## src/rtl/matmul_sequencer_if.sv

```systemverilog
// Operand and result valid/ready streams between the control logic and
// the matrix-multiply sequencer. The sequencer connects through the slave modport.
interface matmul_sequencer_if #(
  parameter int DW = 8,
  parameter int RW = 17
);
  logic          in_valid;
  logic [DW-1:0] in_data;
  logic          in_ready;
  logic          out_valid;
  logic [RW-1:0] out_data;
  logic          out_ready;

  modport master (
    output in_valid, in_data, out_ready,
    input  in_ready, out_valid, out_data
  );

  modport slave (
    input  in_valid, in_data, out_ready,
    output in_ready, out_valid, out_data
  );
endinterface

```

## src/rtl/matmul_sequencer.sv

```systemverilog
// Sequencer for the 2x2 matrix-multiply core. It streams eight operand bytes
// into the core's element registers, lets the last write settle, then reads
// the four products back through the core's result select and emits them.
module matmul_sequencer #(
  parameter int DW    = 8,
  parameter int RW    = 17,
  parameter int CNT_W = 8
) (
  input  logic             clk,
  input  logic             reset,
  input  logic             start,
  input  logic             abort,
  matmul_sequencer_if.slave strm,
  output logic             busy,
  output logic             done,
  output logic [CNT_W-1:0] op_count,
  output logic [2:0]       mm_sel_in,
  output logic [DW-1:0]    mm_input_val,
  output logic             mm_execute,
  output logic [1:0]       mm_sel_out,
  input  logic [RW-1:0]    mm_result
);

  typedef enum logic [2:0] {
    S_IDLE,
    S_LOAD,
    S_SETTLE,
    S_READ,
    S_OUT
  } state_t;

  state_t           state, state_n;
  logic [2:0]       ld, ld_n;
  logic [1:0]       rd, rd_n;
  logic             out_valid_n;
  logic [RW-1:0]    out_data_n;
  logic             done_n;
  logic [CNT_W-1:0] op_count_n;
  logic [2:0]       sel_in_n;
  logic [DW-1:0]    input_val_n;
  logic             execute_n;
  logic             accept;

  assign strm.in_ready = (state == S_LOAD);
  assign accept        = strm.in_valid && strm.in_ready;
  assign busy          = (state != S_IDLE);
  assign mm_sel_out    = rd;

  // Next-state and next-register values; abort overrides every other event.
  always_comb begin
    // NOTE: every variable gets a default before the case so no path leaves
    // one unassigned, which would otherwise infer a latch.
    state_n     = state;
    ld_n        = ld;
    rd_n        = rd;
    out_valid_n = strm.out_valid;
    out_data_n  = strm.out_data;
    done_n      = 1'b0;
    op_count_n  = op_count;
    sel_in_n    = mm_sel_in;
    input_val_n = mm_input_val;
    execute_n   = 1'b1;  // the core writes whenever execute is low, so hold it high unless loading

    if (abort) begin
      state_n     = S_IDLE;
      ld_n        = 3'd0;
      rd_n        = 2'd0;
      out_valid_n = 1'b0;
    end else begin
      case (state)
        S_IDLE: begin
          if (start) begin
            ld_n    = 3'd0;
            state_n = S_LOAD;
          end
        end
        S_LOAD: begin
          if (accept) begin
            sel_in_n    = ld;
            input_val_n = strm.in_data;
            execute_n   = 1'b0;
            ld_n        = ld + 3'd1;
            if (ld == 3'd7) state_n = S_SETTLE;
          end
        end
        S_SETTLE: begin
          // The core commits B11 on this edge; results are valid afterwards.
          rd_n    = 2'd0;
          state_n = S_READ;
        end
        S_READ: begin
          out_data_n  = mm_result;
          out_valid_n = 1'b1;
          state_n     = S_OUT;
        end
        S_OUT: begin
          if (strm.out_ready) begin
            out_valid_n = 1'b0;
            if (rd == 2'd3) begin
              state_n    = S_IDLE;
              done_n     = 1'b1;
              op_count_n = op_count + 1'b1;
            end else begin
              rd_n    = rd + 2'd1;
              state_n = S_READ;
            end
          end
        end
        default: state_n = S_IDLE;
      endcase
    end
  end

  // State and datapath registers with asynchronous reset to the idle values.
  always_ff @(posedge clk or posedge reset) begin
    if (reset) begin
      state         <= S_IDLE;
      ld            <= 3'd0;
      rd            <= 2'd0;
      strm.out_valid <= 1'b0;
      strm.out_data  <= '0;
      done          <= 1'b0;
      op_count      <= '0;
      mm_sel_in     <= 3'd0;
      mm_input_val  <= '0;
      mm_execute    <= 1'b1;
    end else begin
      // NOTE: non-blocking assignments so every register samples the
      // pre-edge values computed above, independent of statement order.
      state         <= state_n;
      ld            <= ld_n;
      rd            <= rd_n;
      strm.out_valid <= out_valid_n;
      strm.out_data  <= out_data_n;
      done          <= done_n;
      op_count      <= op_count_n;
      mm_sel_in     <= sel_in_n;
      mm_input_val  <= input_val_n;
      mm_execute    <= execute_n;
    end
  end

endmodule
```

## src/flat_wrapper.sv

```systemverilog
// flat-port wrapper written by rule: the top's interface ports become plain ports
module matmul_sequencer_flat 
#(
  parameter int DW    = 8,
  parameter int RW    = 17,
  parameter int CNT_W = 8
)
  (clk, reset, start, abort, busy, done, op_count, mm_sel_in, mm_input_val, mm_execute, mm_sel_out, mm_result, strm_in_valid, strm_in_data, strm_out_ready, strm_in_ready, strm_out_valid, strm_out_data);
  matmul_sequencer_if #(.DW(DW), .RW(RW)) strm_i ();
  input  logic clk;
  input  logic reset;
  input  logic start;
  input  logic abort;
  output logic busy;
  output logic done;
  output logic [CNT_W-1:0] op_count;
  output logic [2:0] mm_sel_in;
  output logic [DW-1:0] mm_input_val;
  output logic mm_execute;
  output logic [1:0] mm_sel_out;
  input  logic [RW-1:0] mm_result;
  input wire logic [$bits(strm_i.in_valid)-1:0] strm_in_valid;
  input wire logic [$bits(strm_i.in_data)-1:0] strm_in_data;
  input wire logic [$bits(strm_i.out_ready)-1:0] strm_out_ready;
  output wire logic [$bits(strm_i.in_ready)-1:0] strm_in_ready;
  output wire logic [$bits(strm_i.out_valid)-1:0] strm_out_valid;
  output wire logic [$bits(strm_i.out_data)-1:0] strm_out_data;
  assign strm_i.in_valid = strm_in_valid;
  assign strm_i.in_data = strm_in_data;
  assign strm_i.out_ready = strm_out_ready;
  assign strm_in_ready = strm_i.in_ready;
  assign strm_out_valid = strm_i.out_valid;
  assign strm_out_data = strm_i.out_data;
  matmul_sequencer #(.DW(DW), .RW(RW), .CNT_W(CNT_W)) u_core (.clk(clk), .reset(reset), .start(start), .abort(abort), .strm(strm_i), .busy(busy), .done(done), .op_count(op_count), .mm_sel_in(mm_sel_in), .mm_input_val(mm_input_val), .mm_execute(mm_execute), .mm_sel_out(mm_sel_out), .mm_result(mm_result));
endmodule
```

## config.mk

```make
export PLATFORM = sky130hd
export DESIGN_NAME = matmul_sequencer_flat
export DESIGN_NICKNAME = d
export VERILOG_FILES = /design/src/rtl/matmul_sequencer_if.sv /design/src/rtl/matmul_sequencer.sv /design/src/flat_wrapper.sv
export SDC_FILE = /design/constraint.sdc
export NUM_CORES = 1
export LEC_CHECK = 0
export ABC_AREA = 1
export CORE_MARGIN = 1.5
export CORE_UTILIZATION = 41
export CTS_BUF_LIST = sky130_fd_sc_hd__clkbuf_4 sky130_fd_sc_hd__clkbuf_8 sky130_fd_sc_hd__clkbuf_16
export CTS_CLUSTER_DIAMETER = 200
export DETAILED_ROUTE_END_ITERATION = 7
export MAX_ROUTING_LAYER = met4
export PLACE_DENSITY = 0.76
export SLEW_MARGIN = 20
export SYNTH_ARGS = -nofsm -noshare
export SYNTH_HDL_FRONTEND = slang
export SYNTH_SLANG_ARGS = --single-unit
```

## constraint.sdc

```tcl
create_clock -name clk -period 1.5 [get_ports clk]
set_clock_uncertainty 0.15 [all_clocks]
set_input_delay 0.3 -clock clk [delete_from_list [all_inputs] [get_ports clk]]
set_output_delay 0.3 -clock clk [all_outputs]
set_load 0.02 [all_outputs]
```

# Word-level counts from Yosys, hierarchy flattened

Cells that the tools add are included.

Add/sub/neg operators: 3
Equal/unequal tests: 11
Muxes and demuxes: 25
Bitwise logic cells: 1
Reduce and logical (&&, ||, !) cells: 13

Operator list:

| kind                                                | number |
|---|---|
| two-way mux 3 bit                                   | 8 |
| inequality test 3 bit, second input constant        | 5 |
| one-hot mux 3 bit (5 select lines)                  | 1 |
| nonzero test 3 bit                                  | 4 |
| two-way mux 1 bit                                   | 9 |
| AND reduction 3 bit                                 | 3 |
| adder 8 x 1 -> 8 bit, second input constant         | 1 |
| two-way mux 2 bit                                   | 4 |
| AND reduction 4 bit                                 | 2 |
| equality test 3 x 2 -> 1 bit, second input constant | 2 |
| equality test 3 bit, second input constant          | 2 |
| one-hot mux 3 bit (2 select lines)                  | 1 |
| one-hot mux 2 bit (2 select lines)                  | 1 |
| AND reduction 2 bit                                 | 2 |
| adder 3 x 1 -> 3 bit, second input constant         | 1 |
| equality test 3 x 1 -> 1 bit, second input constant | 1 |
| logical NOT 3 bit                                   | 1 |
| adder 2 x 1 -> 2 bit, second input constant         | 1 |
| equality test 2 bit, second input constant          | 1 |
| one-hot mux 1 bit (2 select lines)                  | 1 |
| logical AND 1 bit                                   | 1 |
| NOT 1 bit                                           | 1 |

Register bits after elaboration: 47
Input port bits: 31
Output and inout port bits: 43
Logic and storage cells: 63

# Logic depth before layout (Yosys ltp)

Depth after elaboration: 5
Gate-level depth with buffers: 7
Mapped depth without buffers: 7

# Worst setup path after synthesis

OpenSTA, ideal clock, no wires.

Path kind: reg-to-reg
From: reg u_core.rd[0], in the netlist u_core.mm_sel_out[0]
To: reg u_core.op_count[4]
Setup time: 0.076 ns
Arrival: 1.166 ns
Data required time: 1.274 ns
Slack: 0.108 ns
Cell stages (with the launch flop): 6
Buffers on the path: 0
Period minus slack after synthesis: 1.392 ns
Cells stage by stage: dfrtp_1 ha_1 nand4_2 nor2_4 nand2_1 o21ai_1

Cells in the longest elaborated chain, start to end: 2

Ends and longest elaborated chain:

| item                                 | RTL line                | text |
|---|---|---|
| from (decl)                          | matmul_sequencer.sv:34  | `logic [1:0] rd, rd_n;` |
| from (signal assigned)               | matmul_sequencer.sv:132 | `rd <= rd_n;` |
| equality test 2 bit                  | matmul_sequencer.sv:99  | `if (rd == 2'd3) begin` |
| AND reduction 4 bit (no source line) | -                       |  |
| to (signal assigned)                 | matmul_sequencer.sv:136 | `op_count <= op_count_n;` |
| to (decl)                            | matmul_sequencer.sv:16  | `output logic [CNT_W-1:0] op_count,` |

Every way passes these cells.
A chain may end at the register's enable or synchronous reset.

# Worst setup path in the final report

From: reg u_core.state[2]
To: reg u_core.mm_sel_in[2]

Cells in the longest elaborated chain, start to end: 3

Ends and longest elaborated chain:

| item                                     | RTL line                                       | text |
|---|---|---|
| from (decl)                              | matmul_sequencer.sv:32                         | `state_t state, state_n;` |
| from (signal assigned)                   | matmul_sequencer.sv:130                        | `state <= state_n;` |
| equality test 3 x 1 -> 1 bit (*)         | matmul_sequencer.sv:44, matmul_sequencer.sv:70 |  |
| logical AND 1 bit                        | matmul_sequencer.sv:45                         | `assign accept = strm.in_valid && strm.in_ready;` |
| AND reduction 3 bit (no source line) (*) | -                                              |  |
| to (signal assigned)                     | matmul_sequencer.sv:137                        | `mm_sel_in <= sel_in_n;` |
| to (decl)                                | matmul_sequencer.sv:17                         | `output logic [2:0] mm_sel_in,` |

Every way passes the cells marked *; elsewhere a longest branch is shown, timed or not.

==> flow_summary.ini <==
[timing]
fin_crit_sh_pct = 106
rsz0062_at_grt = yes
finalHoldViolCount = 0
slew_headroom_pct = 76.9
final_max_slew_viol_count = 0
max_freq_mhz = 626
worst_slack_ns = -0.0970
setup_viol = 21
worstMarginPinSlew_ns = 0.346
whs_ns = 0.178
min_period_ns = 1.60

[critical_path]
start_kind = register
critPathKind = register to register
cp_max_fo = 4
arrival_ns = 1.69
required_ns = 1.60
rrSetupSlack_ns = -0.1
cp-end-kind = register

[floorplan]
core_um2 = 5110
io_pins = 74
fp.dieArea_um2 = 5730
dieWidth_um = 75.7
chipHeight_um = 75.7
start_util_pct = 42.4
rows = 26

[clock_network]
cts_sinks = 47
cts_tree = done
cts_buffers = 5
cts_buffer_depth = 2
cts.clk_slew.worst_paths_ns = 0.09
cts_hold_buf = 0
cts_root_buffer = clkbuf_8
h-tree-depth = 2
clk_latency_ns = 0.30

[placement]
pre_cts_ws_ns = -0.272
io_buffer_count = 73
place.gp.congestion = 0.897
dp_hpwl_um = 4000

[drt]
vias = 2109
drt_iter0_markers = 123
wl_um = 5670
routedWlPerCell_um = 12.9
dr.pass1.iters = 4
vias_per_cell = 4.79
drc_errors = 0
route.antenna.remaining_nets = 0

[yosys]
synth.distinct_cells = 25
synth.yosys.seq_area_share_pct = 54.4
synth_compound_area_share_pct = 5.95
syn-num-nets = 294
synthSimpleGateAreaFrac_pct = 28.0
async_reset_ff_share_pct = 100
yosysWarnings = 0
synth_flop_cell = dfrtp_1
synth_top_family_by_area = simple AND/OR/NAND/NOR gates
synthMuxAreaShare_pct = 0
synth_edf_count = 0
syn_inst = 259
ys_ff_latch = 47
synth_xor_xnor_area_share_pct = 1.21
syn-cell-area_um2 = 2170
avgSynthCellArea_um2 = 8.36
synthAdderAreaFrac_pct = 2.31

[power]
vdd_drop_max_mv = 0.911
power_mw = 5.16
power_density_nw_per_um2 = 1470
p_leak_nw = 1.80

[global_route]
overflow = 0
grt_use_total_pct = 21.9
grt_antenna_before_repair = 0
grt_max_degree = 36
grt_pass1_vias = 2032
grt_first_pass_wirelength_um = 9070

[cells_and_area]
drive_gt1_share_pct = 25.9
final_common_cell = nand2_1
areaGrowthSynthToFinish_pct = 61.8
num_antenna_cells = 0
finalNetCount = 404
layout_common_cells = nand2_1 (73), dfrtp_1 (46), inv_1 (30), clkdlybuf4s50_1 (30), clkdlybuf4s15_1 (25)

[run_status]
status = complete, but fails checks
violations = setup timing

[flow_run]
drv_cap = 0

[hold_path]
min_path_type = input port to asynchronous set/reset pin
## routing by layer
layer | global-route usage, % | part of all wire (%)
met1 | 25.1 | 40
met3 | 3.17 | 3.9
met5 | - | 0
met4 | 11.3 | 2.8
met2 | 37.2 | 53
## cell families after synthesis
logic type	Yosys count
buffers and inverters	41
and+or+nand+nor	139
xor gates and xnor gates	3
AOI/OAI and AO/OA	25
DFF	47
adders and majority gates	4
## state kept, by name (all words and copies together) (netlist names)
register	flops
u_core.mm_sel_in	3
u_core.ld	3
u_core.state	3
u_core.mm_input_val	8
u_core.mm_execute	1
u_core.done	1
u_core.mm_sel_out	2
u_core.strm.out_valid	1
u_core.op_count	8
u_core.strm.out_data	17
## metrics by stage
stage / std cells / cell area [um2] / setup TNS, ns / util [%]
3_3_place_gp: 426 / 3190 / -7.84 / 62.5
6_report: 440 / 3500 / -1.46 / 68.6
2_1_floorplan: 259 / 2170 / 0 / -
5_1_grt: 440 / 3500 / -3.50 / 68.6
4_1_cts: 439 / 3390 / -1.98 / 66.5
3_5_place_dp: 426 / 3190 / -9.66 / 62.5
## critical path, stage by stage, from the launching register on
cell	delay [ns]
dfrtp_1	0.41
inv_2	0.08
buf_6	0.10
buf_6	0.09
nand4_1	0.14
nor2_4	0.22
buf_6	0.14
buf_4	0.10
nand2_1	0.05
nand2_1	0.07
## final cells by class
cell class                 count  area (um2)
clock buffer                   6        76.3
clock inverter                 2        16.3
fill                         402        1600
inverter                      35         143
multi-input combinational    172         991
sequential                    47        1180
tap                           70        87.6
timing repair buffer         107        1000
timing repair inverter         1        7.51
## power by group
part	switching [mW]	internal, mW
Clock	0.436	0.353
Sequential	0.255	1.65
Combinational	1.37	1.09
Total	2.06	3.10
## synthesized netlist by cell type (2+ instances only)
master	instances	area share, %
nand3b_1	2	0.69
o21ai_1	21	4.9
buf_6	2	1.0
nand3_1	15	3.5
nand2_1	98	17
ha_1	4	2.3
nor2_2	2	0.58
dfrtp_1	46	53
xor2_1	2	0.81
nand4_1	5	1.4
nor2_1	11	1.9
nand4_2	2	1.2
buf_2	3	0.69
nor2_4	2	1.0
inv_2	4	0.69
inv_1	31	5.4
## worst paths after layout
| check | start | cells after the start | to |
|---|---|---|---|
| worst max register to register | u_core.state[2] | 9 | u_core.mm_sel_in[2] |
| worst min register to register | u_core.mm_input_val[4] | 2 | u_core.mm_input_val[4] |
| min in group clk | u_core.mm_input_val[4] | 2 | u_core.mm_input_val[4] |
| worst min-delay path | reset | 2 | u_core.strm.out_data[6] |
| max in group asynchronous | reset | 3 | u_core.strm.out_data[7] |
| worst max-delay path | u_core.state[2] | 9 | u_core.mm_sel_in[2] |
## what timing repair did
| action | in CTS | in global routing |
|---|---|---|
| setup endpoints to repair | 65 | 74 |
| cloned | 2 | 0 |
| gates resized for setup | 86 | 60 |
| buffers inserted | 4 | 2 |
| pin swaps | 10 | 15 |
Note: power is estimated with default switching activity, not from simulation.
